[src/rtl/rf_pkg.sv]
// Shared types and helpers for the multi-port register file (regfile_mp).
// The XPR_LEN fallback mirrors rv32_opcodes.vh so the package also builds standalone.
`ifndef XPR_LEN
`define XPR_LEN 32
`endif

package rf_pkg;

    typedef enum logic {
        RF_CLEAR = 1'b0,
        RF_READY = 1'b1
    } rf_state_e;

    localparam int unsigned RF_XLEN      = `XPR_LEN;
    localparam int unsigned RF_MAX_PORTS = 8;
    localparam int unsigned RF_MAX_AW    = 8;

    typedef logic [RF_MAX_PORTS-1:0]                rf_wen_t;
    typedef logic [RF_MAX_PORTS-1:0][RF_MAX_AW-1:0] rf_waddr_t;

    // Highest-index enabled port addressing a wins; -1 when no port matches.
    function automatic int rf_win_port(input rf_wen_t en, input rf_waddr_t addr,
                                       input logic [RF_MAX_AW-1:0] a);
        int win;
        win = -1;
        for (int j = 0; j < int'(RF_MAX_PORTS); j++) begin
            if (en[j] && addr[j] == a) win = j;
        end
        return win;
    endfunction

endpackage

[src/rtl/rf_clear_seq.sv]
// Post-reset clear sequencer: sweeps every entry once, then raises ready.
module rf_clear_seq import rf_pkg::*; #(
    parameter int unsigned NREGS = 32,
    parameter int unsigned AW    = $clog2(NREGS)
) (
    input  logic          clk_i,
    input  logic          rst_ni,
    output logic          ready_o,
    output logic          clr_we_o,
    output logic [AW-1:0] clr_addr_o
);

    rf_state_e     state_q;
    logic [AW-1:0] clr_ptr_q;
    logic          ready_q;

    always_ff @(posedge clk_i) begin
        if (!rst_ni) begin
            state_q   <= RF_CLEAR;
            clr_ptr_q <= '0;
            ready_q   <= 1'b0;
        end else begin
            case (state_q)
                RF_CLEAR: begin
                    clr_ptr_q <= clr_ptr_q + 1'b1;
                    if (clr_ptr_q == AW'(NREGS - 1)) begin
                        state_q <= RF_READY;
                        ready_q <= 1'b1;
                    end
                end
                RF_READY: begin
                    ready_q <= 1'b1;
                end
            endcase
        end
    end

    assign ready_o    = ready_q;
    assign clr_we_o   = (state_q == RF_CLEAR) && rst_ni;
    assign clr_addr_o = clr_ptr_q;

endmodule

[src/rtl/regfile_mp.sv]
// Parametrised NREAD/NWRITE integer register file with hardware clear after reset.
// Define RF_BYPASS_EN to forward same-cycle writes to matching reads.
module regfile_mp import rf_pkg::*; #(
    parameter int unsigned  XLEN   = RF_XLEN,
    parameter int unsigned  NREGS  = 32,
    parameter int unsigned  NREAD  = 2,
    parameter int unsigned  NWRITE = 1,
    localparam int unsigned AW     = $clog2(NREGS)
) (
    input  logic                   clk_i,
    input  logic                   rst_ni,
    output logic                   ready_o,
    input  logic [NREAD*AW-1:0]    rs_addr_i,
    output logic [NREAD*XLEN-1:0]  rs_data_o,
    input  logic [NWRITE-1:0]      wr_en_i,
    input  logic [NWRITE*AW-1:0]   wr_addr_i,
    input  logic [NWRITE*XLEN-1:0] wr_data_i
);

    logic [XLEN-1:0] mem_q [NREGS];

    logic            clr_we;
    logic [AW-1:0]   clr_addr;
    logic            wr_ok;
    rf_wen_t         we_pad;
    rf_waddr_t       wa_pad;
    logic            row_we    [NREGS];
    logic [XLEN-1:0] row_wdata [NREGS];

    rf_clear_seq #(
        .NREGS (NREGS),
        .AW    (AW)
    ) u_clear_seq (
        .clk_i      (clk_i),
        .rst_ni     (rst_ni),
        .ready_o    (ready_o),
        .clr_we_o   (clr_we),
        .clr_addr_o (clr_addr)
    );

    // A reset edge in READY must drop the writes presented with it.
    assign wr_ok = ready_o && rst_ni;

    always_comb begin
        we_pad = '0;
        wa_pad = '0;
        for (int j = 0; j < int'(NWRITE); j++) begin
            we_pad[j]          = wr_en_i[j];
            wa_pad[j][AW-1:0]  = wr_addr_i[j*AW +: AW];
        end
    end

    always_comb begin
        int w;
        for (int r = 0; r < int'(NREGS); r++) begin
            row_we[r]    = 1'b0;
            row_wdata[r] = '0;
            w            = rf_win_port(we_pad, wa_pad, RF_MAX_AW'(r));
            if (wr_ok && r != 0 && w >= 0) begin
                row_we[r]    = 1'b1;
                row_wdata[r] = wr_data_i[w*XLEN +: XLEN];
            end
        end
    end

    always_ff @(posedge clk_i) begin
        for (int r = 0; r < int'(NREGS); r++) begin
            if (clr_we && clr_addr == AW'(r)) begin
                mem_q[r] <= '0;
            end else if (row_we[r]) begin
                mem_q[r] <= row_wdata[r];
            end
        end
    end

    always_comb begin
        logic [AW-1:0]   ra;
        logic [XLEN-1:0] rv;
`ifdef RF_BYPASS_EN
        int              bw;
`endif
        ra        = '0;
        rv        = '0;
        rs_data_o = '0;
        for (int i = 0; i < int'(NREAD); i++) begin
            ra = rs_addr_i[i*AW +: AW];
            rv = mem_q[ra];
`ifdef RF_BYPASS_EN
            bw = rf_win_port(we_pad, wa_pad, RF_MAX_AW'(ra));
            if (bw >= 0) rv = wr_data_i[bw*XLEN +: XLEN];
`endif
            if (!ready_o || ra == '0) rv = '0;
            rs_data_o[i*XLEN +: XLEN] = rv;
        end
    end

endmodule

[config.mk]
export PLATFORM = sky130hd
export DESIGN_NAME = regfile_mp
export DESIGN_NICKNAME = d
export VERILOG_FILES = /design/src/rtl/rf_pkg.sv /design/src/rtl/rf_clear_seq.sv /design/src/rtl/regfile_mp.sv
export SDC_FILE = /design/constraint.sdc
export NUM_CORES = 2
export LEC_CHECK = 0
export ABC_AREA = 1
export CORE_ASPECT_RATIO = 1.4
export CORE_MARGIN = 3
export CORE_UTILIZATION = 35
export CTS_CLUSTER_DIAMETER = 40
export CTS_CLUSTER_SIZE = 30
export DETAILED_ROUTE_END_ITERATION = 6
export PLACE_DENSITY = 0.58
export SLEW_MARGIN = 25
export SYNTH_ARGS = -nofsm -noshare
export SYNTH_HDL_FRONTEND = slang
export SYNTH_HIERARCHICAL = 1
export SYNTH_SLANG_ARGS = --single-unit
[constraint.sdc]
create_clock -name clk_i -period 9.2 [get_ports clk_i]
set_clock_uncertainty 0.2 [all_clocks]
set_input_delay 0.92 -clock clk_i [delete_from_list [all_inputs] [get_ports clk_i]]
set_output_delay 0.92 -clock clk_i [all_outputs]
set_load 0.01 [all_outputs]
---- Yosys cells after proc, flatten, opt, wreduce, memory -nomap -nowiden ----
Memory sizes are Yosys's and may differ from the RTL's.
Cells that the tools add are included.
storage, ports and cells
  register bits ........................... 7
  bits in latches ......................... 0
  memory bits (writable) .................. 1024
  bits in read-only memories .............. 0
  bits of input ports ..................... 50
  output and inout bits ................... 65
  logic and storage cells ................. 551
  memories kept ........................... 1
operators by class
  add/subtract/negate cells ............... 1
  multiply operators ...................... 0
  div/mod/pow operators ................... 0
  magnitude comparators ................... 31
  eq/ne operators ......................... 63
  shift-type cells ........................ 31
  mux-type cells .......................... 287
  bitwise logic cells ..................... 32
  reduce and logical (&&, ||, !) cells .... 102
memory list
  memory  words  width  read ports  clocked after Yosys merged registers in  write ports  RTL line          text
  mem_q   32     32     2           0                                        32           regfile_mp.sv:20  logic [XLEN-1:0] mem_q [NREGS];
operators with widths
  cell                                                                    number
  32-bit 2-to-1 mux                                                       95
  32-bit by 33-bit indexed part select with 32-bit output                 31
  32-bit by 1-bit >= comparator with 1-bit output, second input constant  31
  1-bit 2-to-1 mux                                                        191
  5-bit == test, second input constant                                    32
  1-bit logical AND                                                       96
  5-bit by 4-bit == test with 1-bit output, second input constant         16
  5-bit by 3-bit == test with 1-bit output, second input constant         8
  1-bit OR                                                                31
  5-bit by 2-bit == test with 1-bit output, second input constant         4
  5-bit zero test                                                         3
  5-bit by 1-bit == test with 1-bit output, second input constant         2
  5-bit by 1-bit adder with 5-bit output, second input constant           1
  1-bit logical OR                                                        2
  2-bit != test, second input constant                                    1
  1-bit case mux with 2 select lines                                      1
  1-bit zero test                                                         1
  1-bit inverter                                                          1

---- Longest topological paths before layout ----
  word-level depth ........................ 10
  mapped depth ............................ 12
  mapped depth without buffers ............ 9

---- Hierarchy ----
The synthesis kept the hierarchy.
modules (own cells, without submodules)
  module        instances  cells each  area each (µm²)  sequential area each (µm²)
  regfile_mp    1          7898        58247.1          29788.6
  rf_clear_seq  1          37          295.3            140.1

---- Least setup slack after synthesis ----
OpenSTA, ideal clock, no wires.
  path type ............................... input to register
  start ................................... input rst_ni
  end ..................................... memory mem_q[10][0] (netlist bit), enable pin
  library setup time ...................... 466 ps
  arrival time ............................ 3822 ps
  required time ........................... 8534 ps
  setup slack ............................. 4712 ps
  cell stages on the path ................. 5
  path buffers ............................ 1
  cell sequence ........................... nand2_1 > nor3_2 > buf_2 > inv_1 > o21ai_0
RTL lines
  element      RTL line          text
  from (decl)  regfile_mp.sv:11  input logic rst_ni,
  to (decl)    regfile_mp.sv:20

---- Final worst setup path ----
  start ................................... input rs_addr_i[5]
  end ..................................... output rs_data_o[44]
on the way
  longest elaborated chain between the ends .. 3
  elaborated cells on any way between the ends .. 4
  those cells by class .................... mux (1); reduce/logical (2); memory (1)
RTL lines
  element                                                                          RTL line          text
  from (decl)                                                                      regfile_mp.sv:13  input logic [NREAD*AW-1:0] rs_addr_i,
  parallel branches: the longest is 2 deep, another holds memory read 32 x 32 bit  n/a
  32-bit 2-to-1 mux (*)                                                            regfile_mp.sv:92  if (!ready_o || ra == '0) rv = '0;
  to (decl)                                                                        regfile_mp.sv:14  output logic [NREAD*XLEN-1:0] rs_data_o,
Mark *: on every way between the ends.

==> results.md <==
- Core ar.: 0.166 mm2
- Tmin final: 6.14 ns
- Largest net degree at the start of global routing: 181
- Post-synth EDFFs: 992
- Mapped Nets: 7987
- Post-synthesis xor/xnor area fraction: 0
- Die area: 0.172 mm2
- Peak Freq: 0.163 GHz
- Gr usage total: 0.266
- Main synth FF type: edfxtp_1
- Initial core utilization: 0.352
- Root Buffer: clkbuf_16
- Max-slew violations: 0
- Top Layer Used: met5
- Worst EP arrival: 5.02 ns
- Syn_area_per_cell: 7.38 um2
- Synth warnings: 6
- DRC: 5
- Vias per inst: 5.55
- Crit. End Element: output pin
- Nets: 7758
- Top post-synthesis cells by area: edfxtp_1, nand2_1, nand3_1, nor2_1, inv_1
- I/O Buffers: 114
- Metal2 WL: 106000 um
- Failing checks: DRC
- Via count: 55400
- CTS Buf Count: 155
- Area added between synthesis and finish: 13.7%
- CP Launch Type: primary input
- Share of power burned in registers: 0.412
- Rel. slew slack: 0.209
- RSZ-0062 raised after global routing: no
- Chip width: 352 um
- CTS tree: built
- Count leader, synth: nand2_1
- Commonest cells in the netlist: nand2_1, nand3_1, nor2_1
- Final GP Congestion: 0.920
- Peak VDD IR: 0.000223 V
- GRT overflow: 0
- Number of synthesized register bits: 999
- Clock share of power: 0.506
- Post-synthesis simple-gate area fraction: 0.382
- Synth unique cells: 24
- Starting DRT DRC Count: 6954
- Final hold slack: 0.348 ns
- Outcome: finished, violations left
- Filler cells: 16700
- Leak pwr: 0.0295 uW
- Int Power: 8990 uW
- Dpl ws: 3.35 ns
- Hold_sp: u_clear_seq/clr_addr_o[4]$_SDFFE_PN0N_
- Hold EP: u_clear_seq/clr_addr_o[4]$_SDFFE_PN0N_
- HP Class: register to register
- Worst Max-Slew Pin Slew: 1.19 ns
- # IOs: 115
- Chip height: 490 um
- Final setup fails: 0
- Detail Route met3 WL: 26400 um
- Main combinational cell family by area after synthesis: simple AND/OR/NAND/NOR gates
- Synth Area in Adders: 0.000427
- Slack of the worst reg-to-reg path: 5.93 ns
- Cell row count: 177
- Final ANT Viol Nets: 0
- Final period utilization: 0.668
- Area fraction of the dominant cell type after synthesis: 0.509
- First-pass GRT wire length: 341000 um
- Clock buffer depth: 3
- Sw frac: 0.253
- Number of global-route vias before repair: 53800
- Combinational group share of total power: 0.082
- Sequential share of the synthesized area: 0.511
- Post-synthesis mux area share: 0
- HPWL after detailed placement: 119000 um
- WP data required: 8.08 ns
- R2r endpoint: mem_q[17][19]$_SDFFCE_PN0P_
- Kind of critical path: primary input to output pin
- Final hold vios: 0
- Worst-Skew Late Latency: 0.77 ns
- Post-Syn Area: 0.0585 mm2
- Post CTS Setup Buffer Count: 0
- Layout cells sized above 1: 0.0598
- Post-synth ARST share: 0
- H-Tree Depth: 4
- Hold buffers post-CTS: 0
- Worst Path Max Fanout: 180
- Largest area contributor in the netlist: edfxtp_1
- Cell Pwr Density: 181 mW/mm2
- Routed len/inst: 23.4 um
- Reg2Reg Depth: 7
- M1 wire length: 86500 um
- Resized Gates After CTS: 0
- Max-cap viol count: 0
- Initial antenna violation count: 2
- Clock transition at path regs: 0.04 ns
- Post-synthesis compound-gate area fraction: 0.00261
- Post-Route Setup TNS: 0 ns
- Worst hold path depth: 2
- Syn Inst Count: 7935
- DRT Wirelength: 234000 um
- FF-to-FF Start: u_clear_seq/ready_o$_SDFFE_PN0P_
- Clk sinks: 999
- Worst setup margin: 3.06 ns
- Sw Pwr: 3050 uW
- TritonRoute pass-1 iters: 7
==> flip-flops by register name, summed over array words and instances (netlist names) <==
signal and flops:
u_clear_seq/clr_addr_o 5, mem_q 992, u_clear_seq/ready_o 1, u_clear_seq/state_q 1
==> layer usage <==
layer  global-route usage  up-vias
met1                0.333    26200
met3               0.0522      824
met2                0.423     3585
met4                0.157        2
li1                     -    24800
met5                    0        -
==> worst max-delay path, stage by stage <==
cell and delay (ns):
buf_8 0.57, inv_8 0.52, buf_12 0.50, nand2_1 0.17, nand3_1 0.09, nand3_1 0.11
nand3_1 0.13, nand2_1 0.16, nor2_1 0.11, nor2_1 0.60, clkdlybuf4s50_1 0.68
==> power groups by stage <==
stage | Sequential [uW] | Combinational, uW | Clock [uW]
2_1_floorplan | 5060 | 598 | 0
6_report | 4970 | 987 | 6090
3_3_place_gp | 5060 | 951 | 0
3_5_place_dp | 5060 | 957 | 0
5_1_grt | 4960 | 1040 | 6350
4_1_cts | 4970 | 960 | 6140
==> how the worst max path moves through the flow <==
stage	startpoint	end	slack, ns	cells past startpoint
after floorplan	rst_ni	mem_q[10][0]$_SDFFCE_PN0P_	4.71	5
after global placement	rs_addr_i[5]	rs_data_o[46]	3.33	12
after detailed placement	rs_addr_i[5]	rs_data_o[49]	3.35	11
after CTS	rs_addr_i[5]	rs_data_o[49]	3.35	11
after global routing	rs_addr_i[5]	rs_data_o[63]	2.92	12
final	rs_addr_i[5]	rs_data_o[44]	3.06	11
==> final cells by class <==
type	instances	area [um2]	share of cell area
clock inverter	103	1230	0.0185
tap	2148	2690	0.0404
clock buffer	178	4070	0.0612
multi-input combinational	5399	22900	0.344
antenna	2	5.00	0.0000752
timing repair buffer	245	2280	0.0342
sequential	999	29900	0.450
inverter	906	3440	0.0517
==> metrics by stage <==
step	std cells	cell area (um2)	power (uW)	utilization
after floorplan	7935	58500	5650	-
after global placement	9696	61200	6010	0.368
after detailed placement	9696	61200	6010	0.368
after CTS	9977	66500	12100	0.400
after global routing	9979	66500	12300	0.401
final	9980	66500	12000	0.401
==> cell families after synthesis <==
kind of cell	count (synthesis)
and+or+nand+nor	5368
buffers and inverters	1537
DFF	999
AOI/OAI and AO/OA	29
adders and majority gates	2
==> placed cells by master (no fill, tap or decap), types with 4 or more instances in the layout <==
cell / instances
inv_8: 5
nand3_2: 17
buf_8: 4
inv_2: 8
clkinv_2: 21
nand2_2: 11
clkdlybuf4s50_1: 106
bufinv_16: 22
inv_6: 23
inv_1: 885
dfxtp_1: 7
nor3_1: 4
nand3_1: 1671
o21ai_4: 19
clkinvlp_4: 14
nor2_2: 6
nand4_1: 13
buf_4: 122
nor2_1: 1283
edfxtp_1: 992
clkinv_4: 11
buf_12: 9
clkbuf_16: 160
clkbuf_1: 18
clkinv_1: 17
nand2_1: 2356
Power figures use the tool's default switching activity.
